===== src/rtl/io_port_responder.sv =====
// ---------------------------------------------------------------------------
// io_port_responder
//   Device-side responder on the CPU's memory-mapped I/O bus, driven by the
//   MEM stage. It holds three output-port registers and brings two
//   asynchronous input words in through a synchroniser and a debouncer. It
//   also keeps sticky change flags with an interrupt mask, and returns
//   registered read data.
//
// Ports
//   clock, reset          system clock, asynchronous active-high reset
//   io_addr               byte address inside the I/O window (bits[1:0] unused)
//   io_wdata, io_we       store data and one-cycle write strobe
//   io_re                 one-cycle read strobe
//   io_rdata, io_rvalid   registered read data, valid one cycle after io_re
//   io_err                pulses one cycle after an unmapped/read-only access
//   in_port0, in_port1    asynchronous input words (switches)
//   out_port0..2          output registers OUT0..OUT2
//   irq                   registered |(STATUS & MASK)
//
// Register map (byte address)
//   0x80 OUT0 | 0x84 OUT1 | 0x88 OUT2 | 0xC0 IN0 (RO) | 0xC4 IN1 (RO)
//   0xC8 STATUS (sticky change flags, write-1-to-clear) | 0xCC MASK [1:0]
// ---------------------------------------------------------------------------
module io_port_responder #(
  parameter int unsigned        DATA_W          = 32,
  parameter int unsigned        DEBOUNCE_CYCLES = 4,
  parameter logic [DATA_W-1:0]  OUT_RESET       = '0
) (
  input  logic              clock,
  input  logic              reset,
  input  logic [7:0]        io_addr,
  input  logic [DATA_W-1:0] io_wdata,
  input  logic              io_we,
  input  logic              io_re,
  output logic [DATA_W-1:0] io_rdata,
  output logic              io_rvalid,
  output logic              io_err,
  input  logic [DATA_W-1:0] in_port0,
  input  logic [DATA_W-1:0] in_port1,
  output logic [DATA_W-1:0] out_port0,
  output logic [DATA_W-1:0] out_port1,
  output logic [DATA_W-1:0] out_port2,
  output logic              irq
);

  localparam int unsigned CNT_W = $clog2(DEBOUNCE_CYCLES + 1);
  localparam logic [CNT_W-1:0] CNT_ONE  = CNT_W'(1);
  localparam logic [CNT_W-1:0] CNT_DONE = CNT_W'(DEBOUNCE_CYCLES);

  // Word offsets (byte address >> 2)
  localparam logic [5:0] A_OUT0   = 6'h20;
  localparam logic [5:0] A_OUT1   = 6'h21;
  localparam logic [5:0] A_OUT2   = 6'h22;
  localparam logic [5:0] A_IN0    = 6'h30;
  localparam logic [5:0] A_IN1    = 6'h31;
  localparam logic [5:0] A_STATUS = 6'h32;
  localparam logic [5:0] A_MASK   = 6'h33;

  typedef enum logic {IDLE, COUNT} debState_t;

  logic [5:0]        w_word;
  logic              w_unusedAddr;
  logic [DATA_W-1:0] w_inPort [2];

  logic [DATA_W-1:0] r_sync1 [2];
  logic [DATA_W-1:0] r_sync2 [2];
  logic [DATA_W-1:0] r_cand  [2];
  logic [DATA_W-1:0] r_deb   [2];
  logic [CNT_W-1:0]  r_cnt   [2];
  debState_t         r_state [2];

  logic [1:0]        w_commit;
  logic [1:0]        w_w1c;
  logic              w_mapped;
  logic              w_readOnly;
  logic [DATA_W-1:0] w_rdMux;

  logic [DATA_W-1:0] r_out0, r_out1, r_out2;
  logic [DATA_W-1:0] r_rdata;
  logic              r_rvalid, r_err, r_irq;
  logic [1:0]        r_status, r_mask;

  assign w_word       = io_addr[7:2];
  assign w_unusedAddr = &{1'b0, io_addr[1:0]};
  assign w_inPort[0]  = in_port0;
  assign w_inPort[1]  = in_port1;

  // Two-flop synchronisers for both input words
  always_ff @(posedge clock or posedge reset) begin
    if (reset) begin
      for (int p = 0; p < 2; p++) begin
        r_sync1[p] <= '0;
        r_sync2[p] <= '0;
      end
    end else begin
      for (int p = 0; p < 2; p++) begin
        r_sync1[p] <= w_inPort[p];
        r_sync2[p] <= r_sync1[p];
      end
    end
  end

  // A commit happens when a stable candidate has been seen DEBOUNCE_CYCLES
  // times in a row; STATUS needs to know on the same edge.
  always_comb begin
    w_commit = 2'b00;
    for (int p = 0; p < 2; p++) begin
      w_commit[p] = (r_state[p] == COUNT) && (r_sync2[p] != r_deb[p]) &&
                    (r_sync2[p] == r_cand[p]) && (r_cnt[p] == CNT_DONE);
    end
  end

  // Debounce FSM per port. Returning to the committed value abandons the
  // candidate; a different value restarts the count on the new candidate.
  always_ff @(posedge clock or posedge reset) begin
    if (reset) begin
      for (int p = 0; p < 2; p++) begin
        r_state[p] <= IDLE;
        r_cand[p]  <= '0;
        r_cnt[p]   <= '0;
        r_deb[p]   <= '0;
      end
    end else begin
      for (int p = 0; p < 2; p++) begin
        case (r_state[p])
          IDLE: begin
            if (r_sync2[p] != r_deb[p]) begin
              r_cand[p]  <= r_sync2[p];
              r_cnt[p]   <= CNT_ONE;
              r_state[p] <= COUNT;
            end
          end
          COUNT: begin
            if (r_sync2[p] == r_deb[p]) begin
              r_state[p] <= IDLE;
            end else if (r_sync2[p] != r_cand[p]) begin
              r_cand[p] <= r_sync2[p];
              r_cnt[p]  <= CNT_ONE;
            end else if (r_cnt[p] == CNT_DONE) begin
              r_deb[p]   <= r_cand[p];
              r_state[p] <= IDLE;
            end else begin
              r_cnt[p] <= r_cnt[p] + CNT_ONE;
            end
          end
          default: r_state[p] <= IDLE;
        endcase
      end
    end
  end

  // Address decode and read mux; unmapped reads return zero
  always_comb begin
    w_mapped   = 1'b1;
    w_readOnly = 1'b0;
    w_rdMux    = '0;
    case (w_word)
      A_OUT0:   w_rdMux = r_out0;
      A_OUT1:   w_rdMux = r_out1;
      A_OUT2:   w_rdMux = r_out2;
      A_IN0: begin
        w_rdMux    = r_deb[0];
        w_readOnly = 1'b1;
      end
      A_IN1: begin
        w_rdMux    = r_deb[1];
        w_readOnly = 1'b1;
      end
      A_STATUS: w_rdMux = {{(DATA_W-2){1'b0}}, r_status};
      A_MASK:   w_rdMux = {{(DATA_W-2){1'b0}}, r_mask};
      default:  w_mapped = 1'b0;
    endcase
  end

  assign w_w1c = (io_we && (w_word == A_STATUS)) ? io_wdata[1:0] : 2'b00;

  // Bus side: register writes, registered read response, error pulse,
  // sticky status (a same-edge set beats a clear) and the lagging irq.
  always_ff @(posedge clock or posedge reset) begin
    if (reset) begin
      r_out0   <= OUT_RESET;
      r_out1   <= OUT_RESET;
      r_out2   <= OUT_RESET;
      r_rdata  <= '0;
      r_rvalid <= 1'b0;
      r_err    <= 1'b0;
      r_status <= 2'b00;
      r_mask   <= 2'b00;
      r_irq    <= 1'b0;
    end else begin
      r_rvalid <= io_re;
      r_err    <= (io_re && !w_mapped) || (io_we && (!w_mapped || w_readOnly));
      if (io_re) begin
        r_rdata <= w_rdMux;
      end
      if (io_we) begin
        case (w_word)
          A_OUT0:  r_out0 <= io_wdata;
          A_OUT1:  r_out1 <= io_wdata;
          A_OUT2:  r_out2 <= io_wdata;
          A_MASK:  r_mask <= io_wdata[1:0];
          default: ;
        endcase
      end
      r_status <= (r_status & ~w_w1c) | w_commit;
      r_irq    <= |(r_status & r_mask);
    end
  end

  assign io_rdata  = r_rdata;
  assign io_rvalid = r_rvalid;
  assign io_err    = r_err | w_unusedAddr;
  assign out_port0 = r_out0;
  assign out_port1 = r_out1;
  assign out_port2 = r_out2;
  assign irq       = r_irq;

endmodule


===== config.mk =====
export PLATFORM = sky130hd
export DESIGN_NAME = io_port_responder
export DESIGN_NICKNAME = d
export VERILOG_FILES = /design/src/rtl/io_port_responder.sv
export SDC_FILE = /design/constraint.sdc
export NUM_CORES = 1
export LEC_CHECK = 0
export CORE_ASPECT_RATIO = 0.5
export CORE_UTILIZATION = 58
export CTS_BUF_LIST = sky130_fd_sc_hd__clkbuf_16
export CTS_CLUSTER_DIAMETER = 50
export DETAILED_ROUTE_END_ITERATION = 8
export PLACE_DENSITY = 0.85
export SYNTH_ARGS = -nofsm -noshare
export SYNTH_HDL_FRONTEND = slang
export SYNTH_SLANG_ARGS = --single-unit
export TNS_END_PERCENT = 30

===== constraint.sdc =====
create_clock -name clock -period 18.62 [get_ports clock]
set_input_delay 1.862 -clock clock [delete_from_list [all_inputs] [get_ports clock]]
set_output_delay 1.862 -clock clock [all_outputs]
set_load 0.1 [all_outputs]

After elaboration in Yosys (flattened, before gate mapping)
Index checks and enable logic that the tools add are counted.

cells by class
  add/subtract/negate cells = 2
  multipliers = 0
  divide/modulo/power cells = 0
  magnitude comparators = 0
  eq/ne operators = 25
  shifts and indexed selects = 0
  muxes and demuxes = 32
  bitwise gates (word level) = 10
  reduce and logical (&&, ||, !) cells = 25

operators by type and width
  kind                                                   number
  one-hot mux 32 bit (7 select lines)                    1
  2-to-1 mux 32 bit                                      6
  equality test 32 bit                                   4
  inequality test 32 bit                                 4
  one-hot mux 32 bit (2 select lines)                    2
  equality test 6 bit, second input constant             7
  2-to-1 mux 3 bit                                       8
  one-hot mux 3 bit (2 select lines)                     2
  AND reduction 3 bit                                    4
  2-to-1 mux 1 bit                                       10
  logical AND 1 bit                                      9
  inequality test 2 bit, second input constant           4
  AND reduction 2 bit                                    4
  AND reduction 4 bit                                    2
  OR reduction 7 bit                                     1
  adder 3 x 1 -> 3 bit, second input constant            2
  equality test 3 bit, second input constant             2
  inverter 1 bit                                         6
  bitwise AND 2 bit                                      2
  inequality test 2 x 1 -> 1 bit, second input constant  2
  one-hot mux 1 bit (2 select lines)                     2
  OR reduction 2 bit                                     2
  inequality test 3 x 2 -> 1 bit, second input constant  1
  inequality test 3 bit, second input constant           1
  5 further kinds                                        6

storage, ports and cells
  register bits after elaboration = 399
  latch bits = 0
  memory bits (writable) = 0
  ROM bits = 0
  bits of input ports = 108
  output and inout bits = 131
  logic and storage cells = 115
  memories = 0

Logic depth before layout (Yosys ltp)
Gate-level depths: netlist (run 1).

  depth after elaboration = 7
  gate-level depth with buffers = 7
  gate-level depth less buffers = 6

Least setup slack after synthesis (run 1)
Ideal clock, no wire load.

  path type = input -> register
  start point = in io_addr[5]
  end point = reg r_out0[19] (netlist: out_port0[19])
  setup time = 0.126 ns
  arrival time = 3.435 ns
  slack = 15.059 ns
  stages on the path = 7
  buffers on the path = 2
  path through = nor2_1 -> nand2_1 -> nor3_1 -> and3_1 -> clkbuf_1 -> buf_2 -> mux2_2

on the way
  word-level cells in the longest chain between the ends = 2

RTL lines
  element                        RTL line  RTL
  start: declaration             31        input logic [7:0] io_addr,
  equality test 6 bit            197       case (w_word)
  AND reduction 2 bit (no line)  --
  end signal: assignment         198       A_OUT0: r_out0 <= io_wdata;
  end: declaration               78        logic [DATA_W-1:0] r_out0, r_out1, r_out2;

Every way passes these cells.
A chain may end at the register's enable or synchronous reset.

Worst setup path after layout (run 1)
  start point = in io_addr[5]
  end point = reg r_out1[17] (netlist: out_port1[17])

on the way
  word-level cells in the longest chain between the ends = 2

RTL lines
  element                        RTL line  RTL
  equality test 6 bit            197
  AND reduction 2 bit (no line)  --
  end signal: assignment         199       A_OUT1: r_out1 <= io_wdata;
  end: declaration               78

Every way passes these cells.

==> impl_metrics.py, run 1 <==
metrics = {
    "placement": {
        "place_congestion": 0.927,
        "portBuffers": 236,
        "place_area_mm2": 0.0185,
        "dp_hpwl_um": 27900,
        "pre_cts_ws_ns": 13.56,
    },
    "critical_path": {
        "crit_chain": "clkdlybuf4s50_1 > nor2_1 > nand2_1 > nor4b_4 > buf_4 > nand2_1 > buf_4 > mux2_2",
        "critPathSlowestCell": "nand2_1",
        "crit_fanout": 33,
        "cp_data_required_time_ns": 19.03,
        "setup.worst_path.start_class": "input port",
        "timing.rr.start": "r_cand[7]$_DFFE_PP0P_",
        "worstSetupEndpointType": "register",
        "crit_family": "simple AND/OR/NAND/NOR gates",
        "path_class": "input port to register",
        "cp_num_buf_inv": 3,
        "crit_start": "io_addr[5]",
        "worstPathArrival_ns": 5.03,
        "cp_slowest_stage_delay_ns": 0.65,
    },
    "timing": {
        "tightest_slew_ns": 1.07,
        "finalWorstSetupSlack_ns": 14.00,
        "fmax_mhz": 216,
        "period_needed_ns": 4.62,
        "finalClockSkew_ns": 0.0210,
        "drv_slew": 0,
        "rsz0062_at_grt": "no",
        "finalSetupViolations": 0,
        "hold_viol_final": 0,
        "fin_crit_sh_pct": 24.8,
        "setup_tns_ns": 0,
        "slew_headroom_pct": 28.4,
    },
    "detailed_routing": {
        "ant_nets": 0,
        "wl_um": 41300,
        "vias": 10300,
        "route.detailed.drc": 2,
        "dr.first_iter.drc_count": 1265,
        "routedWlPerCell_um": 24.3,
        "vias_per_cell": 6.07,
        "first_pass_iters": 9,
    },
    "run": {
        "drv_cap": 0,
    },
    "die": {
        "rows": 42,
        "die_h_um": 118,
        "die_x_um": 235,
        "start_util_pct": 59.3,
        "core_area_mm2": 0.0265,
        "pin_count": 239,
        "dieArea_mm2": 0.0278,
    },
    "synth": {
        "ys_ff_latch": 399,
        "avgSynthCellArea_um2": 14.5,
        "yosysWarnings": 0,
        "syn_inst": 1085,
        "ys_types": 37,
        "syn_area_mm2": 0.0157,
        "yosysSeqAreaShare_pct": 63.5,
        "synth_nets": 1197,
    },
    "clock_tree": {
        "cts_resized": 0,
        "clk_pin_slew_ns": 0.07,
        "cts_root_buf": "clkbuf_16",
        "cts-hold-fix-buffers": 0,
        "clk_latency_ns": 0.54,
        "htreeDepth": 2,
        "cts_tree": "done",
        "cts_num_sinks": 399,
        "cts_setup_buffers": 0,
        "max-clock-path-buffers": 3,
        "cts_buffers": 35,
    },
    "layout": {
        "layout_common_cells": "dfrtp_1 (399), clkdlybuf4s50_1 (236), mux2_2 (223)",
        "utilization_pct": 74.2,
        "drive_gt1_share_pct": 22.5,
        "syn_to_final_growth_pct": 25.1,
        "final_area_mm2": 0.0197,
        "fin_nets": 1435,
        "multiInputGateArea_mm2": 0.00540,
        "final_common_cell": "dfrtp_1",
        "fillers": 1576,
        "seq_area_mm2": 0.00998,
    },
    "power": {
        "irDropWorstVdd_uv": 69.2,
        "power_w": 0.00210,
        "leakagePower_nw": 8.51,
        "p_per_area_mw_per_mm2": 107,
    },
    "status": {
        "status": "complete, but fails checks",
        "violations": "DRC",
    },
    "grt": {
        "grt.total_usage_pct": 30.2,
        "grt_pass1_vias": 10800,
        "antenna_found_initial": 2,
        "grt_overflow": 0,
        "grt_max_degree": 162,
        "grt_first_pass_wirelength_um": 63300,
    },
    "worst_hold_path": {
        "min_from": "r_sync1[40]$_DFF_PP0_",
        "hold_path_class": "register to register",
    },
}
[cell usage after synthesis]
cell type | n | area share (%)
buf_6 | 3 | 0.21
nor4_2 | 1 | 0.080
nor3b_4 | 1 | 0.12
buf_1 | 5 | 0.12
buf_2 | 12 | 0.38
nor3_1 | 2 | 0.064
nor2_1 | 7 | 0.17
and3b_1 | 1 | 0.056
and3_1 | 1 | 0.040
a21o_1 | 3 | 0.14
a222oi_1 | 31 | 2.0
o22ai_1 | 34 | 1.4
inv_1 | 44 | 1.0
a221o_1 | 2 | 0.13
xnor2_1 | 63 | 3.5
a21oi_1 | 6 | 0.19
nand2_1 | 18 | 0.43
mux2_1 | 4 | 0.29
xor2_1 | 61 | 3.4
o22a_1 | 1 | 0.056
a22o_1 | 2 | 0.11
ha_1 | 4 | 0.32
nand4_1 | 24 | 0.95
mux2_2 | 223 | 16
a31oi_1 | 2 | 0.080
nor3b_2 | 2 | 0.16
o21bai_1 | 1 | 0.048
nand3_1 | 5 | 0.16
nor4_1 | 21 | 0.84
clkbuf_1 | 31 | 0.74
or2_2 | 1 | 0.040
o21ai_0 | 5 | 0.16
dfrtp_1 | 399 | 63
nor4b_2 | 1 | 0.095
mux2i_1 | 4 | 0.25
o21a_1 | 30 | 1.4
a22oi_1 | 30 | 1.4
[cells by family (layout without fill, tap and decap cells)]
logic type | Yosys count | after routing | synth area share, %
flops | 399 | 399 | 63.5
fa+ha+maj | 4 | 4 | 0.318
compound gates | 147 | 147 | 7.10
buf+inv | 95 | 359 | 2.51
other cells | 0 | 2 | 0
simple gates | 85 | 85 | 3.20
xor+xnor | 124 | 124 | 6.90
mux | 231 | 231 | 16.5
[routing by layer]
layer  vias to the layer above  share of wire [%]  GRT usage [%]
met2                       434                 49           49.8
met5                         -                  0              0
met3                       131                7.3           6.07
li1                       4390                  -              -
met4                         0                4.6           13.2
met1                      5376                 39           39.2
[power by group]
part | internal [W] | switching [W] | total [W]
clock | 0.000431 | 0.000321 | 0.000753
combinational | 0.000106 | 0.000279 | 0.000385
sequential | 0.000916 | 0.0000435 | 0.000960
total | 0.00145 | 0.000644 | 0.00210
[layout make-up]
cell class | instances | area share, %
antenna | 2 | 0.0254
clock buffer | 37 | 4.70
clock inverter | 26 | 1.30
inverter | 44 | 0.877
multi-input combinational | 591 | 27.5
sequential | 399 | 50.7
tap | 352 | 2.24
timing repair buffer | 252 | 12.7
[flip-flops by register name, summed over array words and instances, names as in the netlist]
| name | flops |
|---|---|
| io_err | 1 |
| io_rdata | 32 |
| io_rvalid | 1 |
| irq | 1 |
| out_port0 | 32 |
| out_port1 | 32 |
| out_port2 | 32 |
| r_cand | 64 |
| r_cnt | 6 |
| r_deb | 64 |
| r_mask | 2 |
| r_state | 2 |
| r_status | 2 |
| r_sync1 | 64 |
| r_sync2 | 64 |
[per-stage QoR]
step	hold slack, ns	std cells
floorplan	0.331	1085
global placement	0.333	1638
detailed placement	0.335	1638
CTS	0.344	1701
global route	0.349	1703
finish	0.340	1703
[path summary, 6_finish.rpt]
kind / endpoint / slack [ns] / cells after the start
setup reg to reg: r_deb[16]$_DFFE_PP0P_ / 15.37 / 7
hold reg to reg: r_sync2[40]$_DFF_PP0_ / 0.34 / 0
setup / recovery: out_port1[17]$_DFFE_PP0P_ / 14.00 / 8
hold / removal: r_sync2[40]$_DFF_PP0_ / 0.34 / 0
max in group asynchronous: r_sync1[62]$_DFF_PP0_ / 14.28 / 4
min in group asynchronous: r_sync2[24]$_DFF_PP0_ / 1.97 / 2
Note: power is estimated with default switching activity, not from simulation.
==> run 2: changes to the inputs <==
--- a/config.mk
+++ b/config.mk
@@ -6,11 +6,11 @@
 export NUM_CORES = 1
 export LEC_CHECK = 0
 export CORE_ASPECT_RATIO = 0.5
-export CORE_UTILIZATION = 58
+export CORE_UTILIZATION = 49
 export CTS_BUF_LIST = sky130_fd_sc_hd__clkbuf_16
 export CTS_CLUSTER_DIAMETER = 50
 export DETAILED_ROUTE_END_ITERATION = 8
-export PLACE_DENSITY = 0.85
+export PLACE_DENSITY = 0.76
 export SYNTH_ARGS = -nofsm -noshare
 export SYNTH_HDL_FRONTEND = slang
 export SYNTH_SLANG_ARGS = --single-unit
==> constraint.sdc (replaced) <==
create_clock -name clock -period 3.83 [get_ports clock]
set_input_delay 0.383 -clock clock [delete_from_list [all_inputs] [get_ports clock]]
set_output_delay 0.383 -clock clock [all_outputs]
set_load 0.1 [all_outputs]
==> impl_metrics.py, run 2 (synthesis results as in run 1) <==
metrics = {
    "layout": {
        "syn_to_final_growth_pct": 26.7,
        "drive_gt1_share_pct": 22.9,
        "utilization_pct": 64.4,
        "fin_nets": 1446,
        "final_common_cell": "dfrtp_1",
        "layout_common_cells": "dfrtp_1 (399), clkdlybuf4s50_1 (236), mux2_2 (223)",
        "fillers": 2285,
        "final_cell_count_no_fill": 1784,
    },
    "worst_hold_path": {
        "whs_path_depth": 1,
        "hold_path_class": "input port to register",
    },
    "clock_tree": {
        "cts-hold-fix-buffers": 0,
        "cts_num_sinks": 399,
        "clk_pin_slew_ns": 0.06,
        "cts_buffers": 36,
        "cts_root_buf": "clkbuf_16",
        "clk_latency_ns": 0.53,
        "htreeDepth": 2,
        "cts_resized": 0,
        "cts_tree": "done",
        "cts_setup_buffers": 0,
        "max-clock-path-buffers": 3,
    },
    "timing": {
        "drv_slew": 0,
        "slew_headroom_pct": 27.9,
        "tightest_slew_ns": 1.08,
        "finalSetupViolations": 0,
        "fmax_mhz": 334,
        "period_needed_ns": 2.99,
        "hold_viol_final": 0,
        "rsz0062_at_grt": "no",
        "setup_tns_ns": 0,
        "finalWorstSetupSlack_ns": 0.840,
        "fin_crit_sh_pct": 78.1,
        "finalClockSkew_ns": 0.0225,
    },
    "die": {
        "pin_count": 239,
        "die_h_um": 129,
        "start_util_pct": 50.8,
        "die_x_um": 255,
        "rows": 45,
        "dieArea_mm2": 0.0329,
        "core_area_mm2": 0.0310,
    },
    "detailed_routing": {
        "routedWlPerCell_um": 22.7,
        "vias_per_cell": 5.64,
        "dr.first_iter.drc_count": 865,
        "ant_nets": 0,
        "wl_um": 40500,
        "vias": 10100,
        "first_pass_iters": 6,
        "route.detailed.drc": 0,
    },
    "critical_path": {
        "r2r_cells": 6,
        "setup.worst_path.start_class": "register",
        "path_class": "register to register",
        "worstPathArrival_ns": 3.40,
        "cp_data_required_time_ns": 4.24,
        "worstSetupEndpointType": "register",
        "crit_fanout": 30,
    },
    "status": {
        "status": "complete, no violations",
    },
    "placement": {
        "dp_cells": 1719,
        "dp_hpwl_um": 28600,
        "place_congestion": 0.873,
        "pre_cts_ws_ns": 0.919,
        "portBuffers": 236,
    },
    "grt": {
        "grt_max_degree": 100,
        "grt_pass1_vias": 10600,
        "grt_overflow": 0,
        "grt.total_usage_pct": 24.9,
        "grt_first_pass_wirelength_um": 61800,
        "antenna_found_initial": 1,
    },
    "power": {
        "p_per_area_mw_per_mm2": 514,
        "irDropWorstVdd_uv": 259,
        "power_w": 0.0102,
        "leakagePower_nw": 8.61,
    },
    "run": {
        "drv_cap": 0,
    },
}
==> run 2: worst paths after layout <==
check	startpoint	end	slack (ns)
setup reg to reg	r_cand[13]$_DFFE_PP0P_	r_cand[30]$_DFFE_PP0P_	0.84
max in group asynchronous	reset	r_deb[36]$_DFFE_PP0P_	2.61
hold / removal	in_port1[2]	r_sync1[2]$_DFF_PP0_	0.29
setup / recovery	r_cand[13]$_DFFE_PP0P_	r_cand[30]$_DFFE_PP0P_	0.84
hold reg to reg	r_sync1[35]$_DFF_PP0_	r_sync2[35]$_DFF_PP0_	0.35
min in group asynchronous	reset	out_port1[16]$_DFFE_PP0P_	0.32
==> run 2: cell type report <==
class	count	area [um^2]	area share (%)
diodes	1	2.50	0.0126
clock buffers	37	926	4.65
clock inverters	27	280	1.41
inverters	44	169	0.847
multi-input cells	591	5400	27.1
flip-flops and latches	399	9980	50.1
well taps	423	529	2.66
repair buffers	262	2650	13.3
==> run 2: where the power goes <==
part / internal, W / switching, W
clock: 0.00216 / 0.00155
sequential: 0.00446 / 0.000208
combinational: 0.000522 / 0.00134
==> run 2: stage by stage <==
step                      hold slack (ns)  area, um^2
after floorplan                     0.331       15700
after CTS                           0.263       19900
after detailed placement            0.335       18700
after global routing                0.261       19900
final                               0.288       19900
after global placement              0.333       18700
==> run 2: worst max-delay path, stage by stage, from the launching register on <==
cell and delay (ns):
dfrtp_1 0.40, xor2_1 0.17, nor4_1 0.51, nand4_1 0.24
nor4_1 0.81, nor2_4 0.36, mux2_2 0.38
==> run 2: routing by layer <==
metal	vias up	track usage, %	share of wire [%]
met4	0	9.67	3.4
met5	-	0	0
met3	91	4.61	7.4
met1	5232	32.4	40
met2	328	41.8	49
li1	4409	-	-
